<file path="config.mk">
export PLATFORM = sky130hd
export DESIGN_NAME = code_lock_ctrl
export DESIGN_NICKNAME = d
export VERILOG_FILES = /design/src/rtl/code_lock_ctrl.sv
export SDC_FILE = /design/constraint.sdc
export NUM_CORES = 1
export LEC_CHECK = 0
export ABC_AREA = 1
export CAP_MARGIN = 20
export CORE_MARGIN = 4
export CORE_UTILIZATION = 59
export CTS_BUF_LIST = sky130_fd_sc_hd__clkbuf_4 sky130_fd_sc_hd__clkbuf_8
export DETAILED_ROUTE_END_ITERATION = 16
export GPL_TIMING_DRIVEN = 0
export PLACE_DENSITY = 0.82
export SLEW_MARGIN = 40
export SYNTH_ARGS = -nofsm -noshare
export SYNTH_HDL_FRONTEND = slang
export SYNTH_SLANG_ARGS = --single-unit
export TNS_END_PERCENT = 5
</file>
<file path="constraint.sdc">
create_clock -name clk -period 5.05 [get_ports clk]
set_clock_uncertainty 0.15 [all_clocks]
set_input_delay 0.7575 -clock clk [delete_from_list [all_inputs] [get_ports clk]]
set_output_delay 0.7575 -clock clk [all_outputs]
set_load 0.02 [all_outputs]
</file>
<file path="src/rtl/code_lock_ctrl.sv">
//------------------------------------------------------------------------------
// code_lock_ctrl
//
// Sequencing controller for an external 8-bit equality comparator.
//
// It streams one byte of the entered code (cmp_a) and one byte of the stored
// key (cmp_b) to the comparator each cycle. The per-byte equality result is
// folded over a fixed-length code, and the controller then reports either
// unlock or fail. After MAX_FAIL consecutive failures it enters a timed
// lockout, during which all input is ignored.
//
// A sequence whose first byte arrives with prog=1 programs a new key instead.
// The new key is collected in a shadow buffer and becomes the committed key
// only when the last byte arrives, so an aborted programming run leaves the
// old key intact.
//
// Parameters
//   LEN             bytes per code (>= 1)
//   MAX_FAIL        consecutive failed attempts that trigger lockout (>= 1)
//   LOCKOUT_CYCLES  lockout duration in clock cycles (>= 1)
//
// Ports
//   clk         sole clock, rising edge
//   rst         synchronous active-high reset
//   din         entered byte
//   din_valid   din is presented this cycle
//   prog        first byte only: 1 = program key, 0 = check attempt
//   abort       drop the sequence in progress (PROG/CHECK only)
//   cmp_a       to comparator num1, equals din (combinational)
//   cmp_b       to comparator num2, equals key[idx] (combinational)
//   cmp_eq      from comparator o, same-cycle result
//   unlock      one-cycle pulse, registered
//   fail        one-cycle pulse, registered
//   locked_out  high while the lockout timer runs
//   busy        high while a sequence is in PROG or CHECK
//   fail_count  consecutive failures so far
//------------------------------------------------------------------------------
module code_lock_ctrl #(
  parameter int LEN            = 4,
  parameter int MAX_FAIL       = 3,
  parameter int LOCKOUT_CYCLES = 16
) (
  input  logic                          clk,
  input  logic                          rst,
  input  logic [7:0]                    din,
  input  logic                          din_valid,
  input  logic                          prog,
  input  logic                          abort,
  output logic [7:0]                    cmp_a,
  output logic [7:0]                    cmp_b,
  input  logic                          cmp_eq,
  output logic                          unlock,
  output logic                          fail,
  output logic                          locked_out,
  output logic                          busy,
  output logic [$clog2(MAX_FAIL+1)-1:0] fail_count
);

  localparam int IW = (LEN > 1) ? $clog2(LEN) : 1;
  localparam int FW = $clog2(MAX_FAIL + 1);
  localparam int LW = (LOCKOUT_CYCLES > 1) ? $clog2(LOCKOUT_CYCLES) : 1;

  localparam logic [IW-1:0] LAST_IDX   = IW'(LEN - 1);
  localparam logic [FW-1:0] FAIL_LIMIT = FW'(MAX_FAIL);
  localparam logic [LW-1:0] LOCK_LOAD  = LW'(LOCKOUT_CYCLES - 1);

  typedef enum logic [1:0] {
    IDLE,
    PROG,
    CHECK,
    LOCKOUT
  } state_t;

  state_t        state;
  logic [7:0]    key    [LEN];
  logic [7:0]    shadow [LEN];
  logic [IW-1:0] idx;
  logic          mismatch;
  logic [LW-1:0] lock_cnt;

  logic          last_byte;
  logic          prog_mode;
  logic          in_seq;
  logic          mismatch_next;
  logic [FW-1:0] fail_next;

  // Comparator feed. idx is 0 in IDLE, so the first byte of a check is
  // compared against key[0] in the same cycle it is presented.
  assign cmp_a = din;
  assign cmp_b = key[idx];

  // With LEN=1 the very first byte (idx=0, still in IDLE) is also the last.
  assign last_byte = (idx == LAST_IDX);

  // prog is only meaningful on the first byte. Once a sequence has started,
  // the state alone decides between programming and checking.
  assign prog_mode = (state == PROG) || ((state == IDLE) && prog);

  assign in_seq = (state == PROG) || (state == CHECK);

  // The sticky flag starts fresh on the first byte; in CHECK it accumulates.
  // This is also the final verdict when it is evaluated on the last byte.
  assign mismatch_next = ((state == CHECK) && mismatch) || !cmp_eq;

  assign fail_next = fail_count + FW'(1);

  // NOTE: every register below is updated with non-blocking assignments in a
  // single clocked block, so all of them see pre-edge values of one another.
  always_ff @(posedge clk) begin
    if (rst) begin
      state      <= IDLE;
      idx        <= '0;
      mismatch   <= 1'b0;
      lock_cnt   <= '0;
      unlock     <= 1'b0;
      fail       <= 1'b0;
      locked_out <= 1'b0;
      busy       <= 1'b0;
      fail_count <= '0;
      // NOTE: key and shadow must come out of reset as a known all-zero key,
      // so these small register arrays are reset explicitly, unlike a RAM.
      for (int i = 0; i < LEN; i++) begin
        key[i]    <= 8'h00;
        shadow[i] <= 8'h00;
      end
    end else begin
      // Result strobes default low, so each one is high for exactly one
      // cycle after the edge that sets it.
      unlock <= 1'b0;
      fail   <= 1'b0;

      case (state)
        IDLE, PROG, CHECK: begin
          if (in_seq && abort) begin
            // abort wins over a simultaneous byte, including the last one.
            // key and fail_count are deliberately left untouched.
            state    <= IDLE;
            idx      <= '0;
            mismatch <= 1'b0;
            busy     <= 1'b0;
          end else if (din_valid) begin
            if (prog_mode) begin
              shadow[idx] <= din;
              if (last_byte) begin
                // Commit on the same edge. The last byte has not reached
                // shadow yet, so it is taken straight from din.
                for (int i = 0; i < LEN; i++) begin
                  key[i] <= (IW'(i) == idx) ? din : shadow[i];
                end
                state <= IDLE;
                idx   <= '0;
                busy  <= 1'b0;
              end else begin
                state <= PROG;
                idx   <= idx + IW'(1);
                busy  <= 1'b1;
              end
            end else begin
              if (last_byte) begin
                idx      <= '0;
                mismatch <= 1'b0;
                busy     <= 1'b0;
                if (mismatch_next) begin
                  fail       <= 1'b1;
                  fail_count <= fail_next;
                  if (fail_next == FAIL_LIMIT) begin
                    // locked_out rises together with the triggering fail.
                    // The counter then runs LOCK_LOAD..0, which keeps
                    // locked_out high for exactly LOCKOUT_CYCLES cycles.
                    state      <= LOCKOUT;
                    locked_out <= 1'b1;
                    lock_cnt   <= LOCK_LOAD;
                  end else begin
                    state <= IDLE;
                  end
                end else begin
                  unlock     <= 1'b1;
                  fail_count <= '0;
                  state      <= IDLE;
                end
              end else begin
                mismatch <= mismatch_next;
                idx      <= idx + IW'(1);
                state    <= CHECK;
                busy     <= 1'b1;
              end
            end
          end
        end

        LOCKOUT: begin
          // din_valid, prog and abort are all ignored here.
          if (lock_cnt == '0) begin
            state      <= IDLE;
            locked_out <= 1'b0;
            fail_count <= '0;
          end else begin
            lock_cnt <= lock_cnt - LW'(1);
          end
        end

        default: begin
          state <= IDLE;
        end
      endcase
    end
  end

endmodule
</file>
==> results of run 1 <==
-- logic make-up after synthesis --
family	after synthesis	synth area share, %
buf+inv	55	7.165
simple gates	177	21.36
fa+ha+maj	11	3.789
flops	73	55.67
compound gates	67	12.02
-- power by group through the flow --
stage / logic, mW / clock network [mW] / registers [mW]
floorplan: 0.158 / 0 / 0.704
global placement: 0.240 / 0 / 0.707
finish: 0.252 / 0.388 / 0.694
CTS: 0.252 / 0.393 / 0.694
detailed placement: 0.251 / 0 / 0.707
global route: 0.282 / 0.420 / 0.697
-- metrics by stage --
stage,TNS (ns),power (mW),setup WS [ns]
6_report,0,1.335,1.894
2_1_floorplan,0,0.8619,1.063
3_3_place_gp,-2.974,0.9475,-0.09369
5_1_grt,0,1.400,1.664
4_1_cts,0,1.338,1.894
3_5_place_dp,0,0.9583,2.039
-- flip-flops by register name, indices dropped and copies added (netlist names), named ones only --
name and flops:
state 2, mismatch 1, idx 2, unlock 1, locked_out 1, fail_count 2
lock_cnt 4, busy 1, shadow 24, key 32, fail 1
-- per-layer routing --
metal	share of wire, %	track usage, %	vias up
li1	-	-	1369
met1	47	32.58	1315
met2	46	33.94	92
met3	5.8	4.278	8
met4	1.1	9.207	0
met5	0	0	-
-- area by class of cell --
class                           instances  area, µm²  share of cell area (%)
Sequential cell                        73       2022                   47.22
Buffer                                 18      121.4                   2.835
Inverter                               37      138.9                   3.244
Clock inverter                          6      35.03                  0.8182
Timing Repair Buffer                   36      377.9                   8.825
Tap cell                               75      93.84                   2.192
Multi-Input combinational cell        255       1361                   31.79
Clock buffer                           10      131.4                   3.068
-- cell usage in the layout (no fill, tap or decap), types with 2 or more instances in the layout --
| master | count |
|---|---|
| buf_6 | 3 |
| nand3_2 | 3 |
| a21oi_2 | 23 |
| dfxtp_1 | 17 |
| o21ai_0 | 20 |
| clkbuf_8 | 9 |
| buf_4 | 8 |
| nor2_4 | 2 |
| clkbuf_1 | 4 |
| inv_1 | 35 |
| buf_1 | 2 |
| edfxtp_1 | 56 |
| nand2_2 | 3 |
| nand3_1 | 17 |
| nand4_1 | 2 |
| nand2_1 | 85 |
| clkinv_2 | 3 |
| o22ai_1 | 8 |
| a21oi_1 | 13 |
| ha_1 | 11 |
| clkinv_1 | 2 |
| nor3_1 | 3 |
| nor2_1 | 58 |
| clkdlybuf4s50_1 | 35 |
-- tightest hold or removal path, stage by stage, from the launching register on --
cell     delay, ns
dfxtp_1       0.31
nand2_1       0.06
a21oi_1       0.05
-- path summary, 6_finish.rpt --
check | startpoint | endpoint | slack, ns | cells after the start
worst max-delay path | flop | cmp_b[7] | 1.89 | 5
worst min-delay path | busy$_SDFFE_PP0P_ | busy$_SDFFE_PP0P_ | 0.32 | 2
worst max register to register | state[0]$_SDFFE_PP0P_ | shadow[1][0]$_SDFFCE_PN0P_ | 2.77 | 7
worst min register to register | busy$_SDFFE_PP0P_ | busy$_SDFFE_PP0P_ | 0.32 | 2
==> impl_metrics.ini, run 1 <==
[clock_tree]
post_cts_buffers = 0
cts_buffers = 9
cts_tree = done
clk_pin_slew_ns = 0.07
cts_max_level = 3
cts_root_buf = clkbuf_8
clkSinkCount = 73
clock_latency_ns = 0.34
cts_resized = 0
clockBufferDepth = 2
ctsHoldBuffers = 0

[floorplan]
die_area_um2 = 7475
die_y_um = 86.46
io_pins = 36
core_area_um2 = 5956
core.rowCount = 28
start_util_pct = 60.99
fp.dieW_um = 86.46

[timing]
maxSlewHeadroom_pct = 63.51
max_freq_mhz = 316.9
worst_pin_slew_ns = 0.5473
finalHoldViolCount = 0
rsz0062_at_grt = false
drv_slew = 0
whs_ns = 0.3180
min_period_ns = 3.156
period_share_pct = 62.49
setup_viol = 0

[global_route]
antenna_found_initial = 0
grt_pass1_wl_um = 13120
grtUsageTotal_pct = 22.64
grt_max_degree = 20
grt_overflow_total = 0
grt_pass1_vias = 2750

[route]
wire_per_inst_um = 14.90
routed_wl_um = 7600
postRouteAntennaNets = 0
drc = 0
first_pass_iters = 5
num_vias = 2784
drtIter0Drc = 238
viasPerCell = 5.459

[setup_path]
crit_buf_inv = 3
crit_path_cell_trace = inv_1 > clkbuf_1 > nor2_1 > o22ai_1 > clkdlybuf4s50_1
critPathTopFamily = buffers and inverters
path_class = flop to output pin
arrival_ns = 2.25
required_ns = 4.14
cp-start-kind = flop
crit_path_end_kind = output pin
max_stage_delay_ns = 0.63
crit_slowest_cell = clkdlybuf4s50_1
worstPathMaxFanout = 10

[synthesis]
syn_inst = 383
synth_edf_count = 56
yosys-top-cells-area = edfxtp_1 (46%), dfxtp_1 (9.4%), nand2_1 (8.8%)
synth_most_common_cell = nand2_1
synth.avg_cell_area_um2 = 9.484
async_flop_share_pct = 0
syn_nets = 408
syn_area_um2 = 3632
yosys_warnings = 0
netlist.area_leader.share_pct = 46.30
synth-seq-area-share_pct = 55.67
ys_top_cells_by_count = nand2_1 (85), nor2_1 (58), edfxtp_1 (56)
synth_top_area_cell = edfxtp_1
ys_seq_elements = 73
synth.distinct_cells = 29
synth_ff_type = edfxtp_1

[worst_hold_path]
hold_path_class = flop to flop

[finish]
areaGrowthSynthToFinish_pct = 17.88
nets = 455
diodes = 0
stdcell_area_um2 = 4282
instances_no_fill = 510
drive_gt1_share_pct = 14.94
fill_cells = 426
utilization_pct = 71.89

[place]
detailed_place.area_um2 = 4115
dp_cells = 494
gp_congestion = 0.9021
hpwlAfterDp_um = 5678
io_buffer_count = 35

[pwr]
combPwrFrac_pct = 18.9
power_leakage_nw = 1.690
max-vdd-ir-drop_mv = 0.1996
p_seq_share_pct = 52.0
clockPowerShare_pct = 29.1
intPower_mw = 0.9462
power_switching_mw = 0.3892
swShare_pct = 29.15
p_per_area_nw_per_um2 = 311.9

[outcome]
outcome = completed

[run]
drv_cap = 0
(Power assumes the default switching activity.)
==> run 2: changes to the inputs <==
- clock period: 5.05 -> 3.2 ns (I/O delays scaled with it)
==> run 2 against run 1 <==
  * Critical path depth stayed put
  * Largest power group unchanged
  * Total power is 77% higher
  * Largest cell class unchanged
  * Via count is 1.6% higher
==> impl_metrics.ini, run 2 (synthesis gave the netlist of run 1 again) <==
[finish]
diodes = 0
largest_reg_flops = 32
top_register = key
layout_commonest_cell = nand2_1
fill_cells = 418
drive_gt1_share_pct = 15.17
final_cell_mix = nand2_1 (85), nor2_1 (58), edfxtp_1 (56)
areaGrowthSynthToFinish_pct = 19.60
nets = 455
instances_no_fill = 510
reg.largest.list = key x32, shadow x24, lock_cnt x4
utilization_pct = 72.94

[floorplan]
io_pins = 36
core_area_um2 = 5956
fp.dieW_um = 86.46
die_y_um = 86.46
start_util_pct = 60.99
core.rowCount = 28
die_area_um2 = 7475

[timing]
min_period_ns = 2.825
period_share_pct = 88.27
finalHoldViolCount = 0
setup_viol = 0
worst_pin_slew_ns = 0.5424
whs_ns = 0.3144
drv_slew = 0
maxSlewHeadroom_pct = 63.70
max_freq_mhz = 354.0
rsz0062_at_grt = false

[clock_tree]
cts_resized = 0
clock_latency_ns = 0.34
clkSinkCount = 73
clk_pin_slew_ns = 0.08
cts_root_buf = clkbuf_8
cts_buffers = 9
clockBufferDepth = 2
post_cts_buffers = 0
ctsHoldBuffers = 0
cts_max_level = 3
cts_tree = done

[setup_path]
cp-start-kind = flop
crit_path_cell_trace = inv_1 > clkbuf_1 > nor2_1 > o22ai_1 > clkdlybuf4s50_1
path_class = flop to output pin
worstPathMaxFanout = 10
r2r-start = state[0]$_SDFFE_PP0P_
max_stage_delay_ns = 0.63
arrival_ns = 2.19
crit_path_end_kind = output pin
required_ns = 2.57
crit_slowest_cell = clkdlybuf4s50_1
ff2ff_path_depth = 7

[pwr]
p_per_area_nw_per_um2 = 542.9
total_power_mw = 2.359
power_leakage_nw = 1.722
max-vdd-ir-drop_mv = 0.3480

[route]
num_vias = 2829
wire_per_inst_um = 15.15
drc = 0
routed_wl_um = 7728
viasPerCell = 5.547
first_pass_iters = 5
postRouteAntennaNets = 0
drtIter0Drc = 181

[worst_hold_path]
hp-start = locked_out$_SDFFE_PP0P_
hold_path_class = flop to flop
whs_path_depth = 2

[place]
hpwlAfterDp_um = 5614
io_buffer_count = 35
dp_cells = 494
gp_congestion = 0.9214

[global_route]
antenna_found_initial = 0
grt_pass1_wl_um = 12970
grtUsageTotal_pct = 22.96
grt_overflow_total = 0
grt_max_degree = 18
grt_pass1_vias = 2670

[run]
drv_cap = 0

[outcome]
outcome = completed
[run 2: cell type report]
cell class | instances | area, µm² | area share [%]
Clock buffer | 9 | 123.9 | 2.851
Sequential cell | 73 | 2022 | 46.54
Tap cell | 75 | 93.84 | 2.160
Inverter | 37 | 138.9 | 3.197
Clock inverter | 7 | 117.6 | 2.707
Timing Repair Buffer | 36 | 365.4 | 8.410
Buffer | 18 | 121.4 | 2.794
Multi-Input combinational cell | 255 | 1361 | 31.34
[run 2: final timing paths]
kind,slack (ns),to
setup reg to reg,0.90,shadow[1][0]$_SDFFCE_PN0P_
setup / recovery,0.38,cmp_b[7]
hold / removal,0.31,locked_out$_SDFFE_PP0P_
hold reg to reg,0.31,locked_out$_SDFFE_PP0P_
[run 2: per-layer routing]
| layer | up-vias | wire, µm | global-route usage (%) |
|---|---|---|---|
| met5 | - | 0 | 0 |
| met1 | 1330 | 3406 | 31.85 |
| met4 | 0 | 114 | 11.19 |
| met3 | 12 | 627 | 6.369 |
| li1 | 1366 | - | - |
| met2 | 121 | 3579 | 33.31 |
[run 2: report_power, final]
part / switching (mW) / total [mW] / internal (mW)
logic: 0.259 / 0.399 / 0.140
registers: 0.0275 / 1.09 / 1.07
clock network: 0.346 / 0.865 / 0.519
total: 0.633 / 2.36 / 1.73
[run 2: metrics by stage]
stage               cell area [µm²]  TNS, ns  setup slack, ns
global placement               4076   -17.40          -0.5445
finish                         4344        0           0.3753
detailed placement             4103        0           0.6570
CTS                            4344        0           0.3393
floorplan                      3632        0           0.1500
global route                   4344        0           0.1885
[run 2: worst max-delay path, delay by kind of cell, from the launching register on]
kind / cells / cell delay [ns]
compound gates: 1 / 0.20
buf+inv: 3 / 1.19
flops: 1 / 0.38
simple gates: 1 / 0.09
